### config.mk
export PLATFORM = sky130hd
export DESIGN_NAME = pht_predictor
export DESIGN_NICKNAME = d
export VERILOG_FILES = /design/src/rtl/pht_predictor_pkg.sv /design/src/rtl/pht_sat2_next.sv /design/src/rtl/pht_predictor.sv
export SDC_FILE = /design/constraint.sdc
export NUM_CORES = 1
export LEC_CHECK = 0
export CAP_MARGIN = 0
export CELL_PAD_IN_SITES_DETAIL_PLACEMENT = 2
export CELL_PAD_IN_SITES_GLOBAL_PLACEMENT = 2
export CORE_ASPECT_RATIO = 1.4
export CORE_MARGIN = 4
export CORE_UTILIZATION = 41
export DETAILED_ROUTE_END_ITERATION = 16
export GPL_ROUTABILITY_DRIVEN = 0
export PLACE_DENSITY_LB_ADDON = 0.1
export SLEW_MARGIN = 20
export SYNTH_ARGS = -nofsm -noshare
export SYNTH_HDL_FRONTEND = slang
export SYNTH_SLANG_ARGS = --single-unit
### constraint.sdc
create_clock -name clock -period 12.8 [get_ports clock]
set_input_delay 3.2 -clock clock [delete_from_list [all_inputs] [get_ports clock]]
set_output_delay 3.2 -clock clock [all_outputs]
set_load 0.005 [all_outputs]
### src/rtl/pht_predictor_pkg.sv
// Shared types and sizing for the PC/history-indexed pattern history table.
package pht_predictor_pkg;
  localparam int XLEN        = 32;
  localparam int PC_IDX_BITS = 5;
  localparam int HIST_BITS   = 3;
  localparam int PHT_IDX_W   = PC_IDX_BITS + HIST_BITS;

  typedef logic [1:0] cnt_t;

  localparam cnt_t CNT_INIT = 2'b01;

  typedef enum logic {
    ST_INIT  = 1'b0,
    ST_READY = 1'b1
  } state_t;
endpackage

### src/rtl/pht_sat2_next.sv
// Two-bit saturating counter step: move toward 3 on taken, toward 0 on not-taken.
module pht_sat2_next
  import pht_predictor_pkg::*;
(
  input  cnt_t i_cnt,
  input  logic i_taken,
  output cnt_t o_cnt
);
  always_comb begin
    o_cnt = i_cnt;
    if (i_taken && (i_cnt != 2'b11)) begin
      o_cnt = i_cnt + 2'd1;
    end else if (!i_taken && (i_cnt != 2'b00)) begin
      o_cnt = i_cnt - 2'd1;
    end
  end
endmodule

### src/rtl/pht_predictor.sv
// Gshare-style PHT without hashing: index = {pc[2 +: PC_IDX_BITS], hist}.
// The table is swept to CNT_INIT after reset; updates are registered one cycle before the write.
module pht_predictor #(
  parameter int         PC_IDX_BITS = pht_predictor_pkg::PC_IDX_BITS,
  parameter int         HIST_BITS   = pht_predictor_pkg::HIST_BITS,
  parameter logic [1:0] CNT_INIT    = pht_predictor_pkg::CNT_INIT
) (
  input  logic                               clock,
  input  logic                               reset,
  input  logic [pht_predictor_pkg::XLEN-1:0] if_pc,
  input  logic [HIST_BITS-1:0]               if_hist,
  input  logic                               ex_valid,
  input  logic [pht_predictor_pkg::XLEN-1:0] ex_pc,
  input  logic [HIST_BITS-1:0]               ex_hist,
  input  logic                               ex_taken,
  input  logic                               ex_pred_taken,
  output logic                               if_pred_taken,
  output logic                               ready,
  output logic [31:0]                        mispredict_count
);
  import pht_predictor_pkg::*;

  localparam int IDX_W = PC_IDX_BITS + HIST_BITS;
  localparam int DEPTH = 1 << IDX_W;

  state_t           r_state;
  state_t           w_state_nxt;
  logic [IDX_W-1:0] r_init_ptr;
  logic [IDX_W-1:0] w_init_ptr_nxt;
  cnt_t             r_table [DEPTH];

  logic             r_upd_vld;
  logic [IDX_W-1:0] r_upd_idx;
  logic             r_upd_taken;
  logic [31:0]      r_mis_cnt;

  logic [IDX_W-1:0] w_if_idx;
  logic [IDX_W-1:0] w_ex_idx;
  logic             w_ready;
  logic             w_accept;
  cnt_t             w_cur_cnt;
  cnt_t             w_nxt_cnt;
  logic             w_we;
  logic [IDX_W-1:0] w_widx;
  cnt_t             w_wdata;
  logic             w_unused_pc;

  assign w_if_idx    = {if_pc[2 +: PC_IDX_BITS], if_hist};
  assign w_ex_idx    = {ex_pc[2 +: PC_IDX_BITS], ex_hist};
  assign w_unused_pc = ^{if_pc[XLEN-1:2+PC_IDX_BITS], if_pc[1:0],
                         ex_pc[XLEN-1:2+PC_IDX_BITS], ex_pc[1:0]};

  // ready is also masked by reset so nothing leaks out during the reset cycle
  assign w_ready  = (r_state == ST_READY) && !reset;
  assign w_accept = ex_valid && w_ready;

  assign ready            = w_ready;
  assign if_pred_taken    = w_ready && r_table[w_if_idx][1];
  assign mispredict_count = r_mis_cnt;

  assign w_cur_cnt = r_table[r_upd_idx];

  pht_sat2_next u_sat (
    .i_cnt   (w_cur_cnt),
    .i_taken (r_upd_taken),
    .o_cnt   (w_nxt_cnt)
  );

  always_comb begin
    w_state_nxt    = r_state;
    w_init_ptr_nxt = r_init_ptr;
    w_we           = 1'b0;
    w_widx         = r_upd_idx;
    w_wdata        = w_nxt_cnt;
    case (r_state)
      ST_INIT: begin
        w_we           = !reset;
        w_widx         = r_init_ptr;
        w_wdata        = CNT_INIT;
        w_init_ptr_nxt = r_init_ptr + 1'b1;
        if (r_init_ptr == {IDX_W{1'b1}}) begin
          w_state_nxt = ST_READY;
        end
      end
      ST_READY: begin
        w_we = r_upd_vld && !reset;
      end
      default: w_state_nxt = ST_INIT;
    endcase
  end

  always_ff @(posedge clock) begin
    if (reset) begin
      r_state    <= ST_INIT;
      r_init_ptr <= '0;
    end else begin
      r_state    <= w_state_nxt;
      r_init_ptr <= w_init_ptr_nxt;
    end
  end

  always_ff @(posedge clock) begin
    if (reset) begin
      r_upd_vld <= 1'b0;
      r_mis_cnt <= '0;
    end else begin
      r_upd_vld <= w_accept;
      if (w_accept && (ex_taken != ex_pred_taken) && (r_mis_cnt != 32'hFFFF_FFFF)) begin
        r_mis_cnt <= r_mis_cnt + 32'd1;
      end
    end
  end

  // Update payload and table storage carry no reset; the INIT sweep owns table contents
  always_ff @(posedge clock) begin
    if (w_accept) begin
      r_upd_idx   <= w_ex_idx;
      r_upd_taken <= ex_taken;
    end
  end

  always_ff @(posedge clock) begin
    if (w_we) begin
      r_table[w_widx] <= w_wdata;
    end
  end
endmodule
==> flow_results.org <==
** Run status
- Run status :: complete, no violations

** GRT
- GRT Resource Usage Total :: 0.238
- For this run, global-route usage on met3 was measured as 0.0312.
- In the global route stage, met1 resource usage came out at 0.301.
- GRT met2 Usage :: 0.434
- Entering global routing, the biggest net connects approximately 120 pins.
- First-pass GRT wire length :: about 120000 um
- Remaining Overflow, GRT :: 0
- The global routing stage identified its most utilized layer as met2.
- The via count of the first global-routing pass was 17200.
- Antenna violations before repair :: 0

** Synth
- Count leader, synth :: sky130_fd_sc_hd__edfxtp_1
- Synthesis inferred between 500 and 600 register bits.
- In the post-synthesis netlist, the biggest area contributors are sky130_fd_sc_hd__edfxtp_1, sky130_fd_sc_hd__mux4_2, sky130_fd_sc_hd__nor2_1, sky130_fd_sc_hd__dfxtp_1, sky130_fd_sc_hd__nand2_1.
- Portion of synthesized cell area occupied by the leading cell type :: 0.604
- The mapped netlist covers 25900 um2.
- Yosys mapped a number of flops with a built-in enable equal to 521.
- A synthesized cell averages ~16 um2.
- Cell accounting for the most synthesized area :: sky130_fd_sc_hd__edfxtp_1
- For this run, asynchronously set or reset flops after synthesis account for 0.
- Number of warnings reported in the yosys synthesis log :: 0
- Synthesis produced a netlist with a net count of approximately 1700.
- For this run, the register share of the synthesized area comes to 0.643.
- Ranked by instance count, the synthesized netlist is headed by sky130_fd_sc_hd__edfxtp_1, sky130_fd_sc_hd__nor2_1, sky130_fd_sc_hd__mux4_2.
- The most used flip-flop cell after synthesis is sky130_fd_sc_hd__edfxtp_1.
- The synthesized netlist contains 71 unique library cells.
- Synthesis produced 1635 cells.

** Worst setup path
- Type of element launching the critical path :: primary input
- Crit path required time :: about 9600 ps
- Data on the critical path arrives at its endpoint at between 7000 and 8000 ps.
- Of all nets on the critical path, the largest fanout is between 40 and 50.
- Maximum single-stage delay on the critical path :: 740 ps
- Standard cell with the maximum stage delay on the critical path :: sky130_fd_sc_hd__buf_4
- The critical path is of the in2out type.
- The number of buffers and inverters on the critical path is 3.
- CP cell instances :: buf_4 -> buf_4 -> mux4_2 -> mux4_2 -> mux4_2 -> o211ai_1 -> o21ai_1 -> clkdlybuf4s50_1
- Critical path capture point type :: output pin
- Flop-to-flop setup slack :: around 5800 ps
- The most numerous cell type found on the critical path is sky130_fd_sc_hd__mux4_2.
- Critical path's top delay family :: buffers and inverters

** Placed design
- Detailed placer's ending HPWL :: between 50000 and 60000 um
- # port buffers :: between 50 and 60
- Pre-CTS setup slack :: 2510 ps

** Clocking
- Post-CTS timing repair inserted 0 buffers for setup.
- Clock root buffer :: sky130_fd_sc_hd__clkbuf_16
- Clock transition at the registers of the reported paths :: around 60 ps
- The clock passes through at most 3 buffers.
- Clock latency on the worst-skew pair :: about 630 ps
- H-tree levels :: 2
- Clock tree from TritonCTS :: built
- Number of CTS-inserted buffers :: 58
- Resized Gates After CTS :: 0
- Buffers inserted to repair hold after CTS numbered 0.
- Number of clock sinks :: between 500 and 600

** Cells and area
- Nets@finish :: roughly 1800
- Measured on the finished design, the core utilization comes to 0.467.
- Area delta synth->final :: 12.4%
- The number of antenna diodes in the final layout is 0.
- Layout cells sized above 1 :: 0.208

** STA
- Setup repair after global routing left no endpoint under its margin.
- Derived from the worst setup path, the maximum achievable clock frequency is between 0.09 and 0.1 GHz.
- Final-report hold violation count :: 0
- Final worst-path cycle share :: 0.798
- Total negative slack :: 0 ps
- Worst rel slew slack :: 0.205
- At the pin with the least slew margin, the transition time is about 1200 ps.
- Setup violations remaining at the end of the flow were counted as 0.
- Clock skew :: between 20 and 30 ps
- Shortest period the worst path allows :: 10210 ps
- The worst path meets setup with about 2600 ps of slack.
- Max Slew Vio Count :: 0

** Floorplanning
- The die is 305 um tall.
- Initial core utilization :: 0.416
- For this design the top-level I/O count stands at 109.
- The total area inside the core boundary comes to 62300 um2.
- In this run the core area contains between 100 and 150 standard-cell rows.
- The floorplan step set the die width to between 200 and 250 um.
- Total Die Area :: 67300 um2

** Power
- LEAKAGE :: 8.77 nW
- Dividing total power by cell area gives a power density of about 130 nW/um2.
- Worst vdd ir :: 0.108 mV
- Power after layout :: 3.79 mW

** Drt
- Via total after detailed routing :: between 15000 and 20000
- After the first detailed-routing iteration, the DRC count stood at around 1400.
- Drt drc :: 0
- Using the TritonRoute via totals, the vias-per-cell ratio works out to between 6 and 7.
- After detailed routing, the average wire length per cell comes to 31.5 um.
- Detail Route Antenna Nets :: 0
- The first detailed-routing pass ran for 7 iterations.
- Summed over all layers, the routed wires come to 80300 um.

** Flow run
- Max-cap check violation count :: 0

** Min path
- The path class of the tightest hold or removal check is reg2reg.
[logic make-up after synthesis]
kind of cell / share of synthesized area
flip-flops: 0.643
multiplexers: 0.199
AND/OR/NAND/NOR: 0.0912
AO/OA/AOI/OAI: 0.0343
adder cells (fa/ha/maj): 0.00193
XOR/XNOR: 0.00677
buffers and inverters: 0.0234
[area by class of cell]
class | count | area (um2)
fill | 5763 | 33200
sequential | 571 | 16700
multi-input combinational | 939 | 8660
clock buffer | 72 | 1550
tap | 825 | 1030
timing repair buffer | 92 | 835
clock inverter | 35 | 308
inverter | 15 | 56.3
[metrics by stage]
stage,cell area (um2),instances,hold WS (ps)
final,29100,2549,509
after global routing,29100,2549,540
after CTS,29100,2549,516
after detailed placement,27200,2442,505
after global placement,27200,2442,483
after floorplan,25900,1635,477
[worst register-to-register path, delay by kind of cell, from the launching register on]
family | cells | cell delay (ps)
buffers and inverters | 3 | 2120
muxes | 2 | 850
adders and majority gates | 1 | 220
and+or+nand+nor | 3 | 1300
DFF | 1 | 790
AOI/OAI and AO/OA | 5 | 1330
[state kept, by name, indices dropped and copies added, names as in the netlist, named ones only]
signal / count
r_table: 512
r_upd_vld: 1
r_upd_idx: 8
r_upd_taken: 1
r_state: 1
mispredict_count: 32
r_init_ptr: 8
[power by group]
part / total (mW) / internal [mW] / switching, mW / leakage (nW)
Combinational: 0.0892 / 0.0377 / 0.0515 / 2.88
Sequential: 2.01 / 2.00 / 0.00159 / 4.96
Clock: 1.70 / 0.958 / 0.737 / 0.924
Total: 3.79 / 3.00 / 0.790 / 8.77
[cells in the final DEF (no fill, tap or decap), types with 5 or more instances in the layout]
master / count
sky130_fd_sc_hd__inv_1: 13
sky130_fd_sc_hd__clkbuf_8: 5
sky130_fd_sc_hd__dfxtp_1: 46
sky130_fd_sc_hd__nand4_1: 19
sky130_fd_sc_hd__mux2_2: 18
sky130_fd_sc_hd__nand2b_1: 8
sky130_fd_sc_hd__nor2_1: 295
sky130_fd_sc_hd__mux4_1: 6
sky130_fd_sc_hd__o22ai_1: 7
sky130_fd_sc_hd__nand2_1: 87
sky130_fd_sc_hd__mux2i_1: 32
sky130_fd_sc_hd__edfxtp_1: 521
sky130_fd_sc_hd__and4_1: 6
sky130_fd_sc_hd__nor2b_1: 13
sky130_fd_sc_hd__buf_4: 36
sky130_fd_sc_hd__o21ai_0: 33
sky130_fd_sc_hd__clkinv_2: 15
sky130_fd_sc_hd__xor2_1: 15
sky130_fd_sc_hd__clkbuf_1: 9
sky130_fd_sc_hd__nor3_1: 9
sky130_fd_sc_hd__mux4_2: 199
sky130_fd_sc_hd__nand3_1: 30
sky130_fd_sc_hd__a22oi_1: 13
sky130_fd_sc_hd__a21oi_1: 26
sky130_fd_sc_hd__o211ai_1: 10
sky130_fd_sc_hd__or3_1: 14
sky130_fd_sc_hd__xnor2_1: 5
sky130_fd_sc_hd__a31oi_1: 6
sky130_fd_sc_hd__and3_1: 8
sky130_fd_sc_hd__clkdlybuf4s50_1: 50
sky130_fd_sc_hd__clkbuf_16: 58
sky130_fd_sc_hd__clkinv_1: 11
sky130_fd_sc_hd__bufinv_16: 5
[metal layers]
| layer | up-vias | routed length, um |
|---|---|---|
| met3 | 99 | 3240 |
| li1 | 6564 | - |
| met5 | - | 0 |
| met2 | 389 | 43600 |
| met1 | 8482 | 31500 |
| met4 | 0 | 1920 |
[final timing paths]
| path | from | end | depth (start not counted) |
|---|---|---|---|
| setup / recovery | if_hist[0] | if_pred_taken | 8 |
| hold / removal | mispredict_count[29] | mispredict_count[29] | 2 |
| setup reg to reg | flip-flop | r_table[142][1] | 14 |
| hold reg to reg | mispredict_count[29] | mispredict_count[29] | 2 |
(Power assumes the default switching activity.)
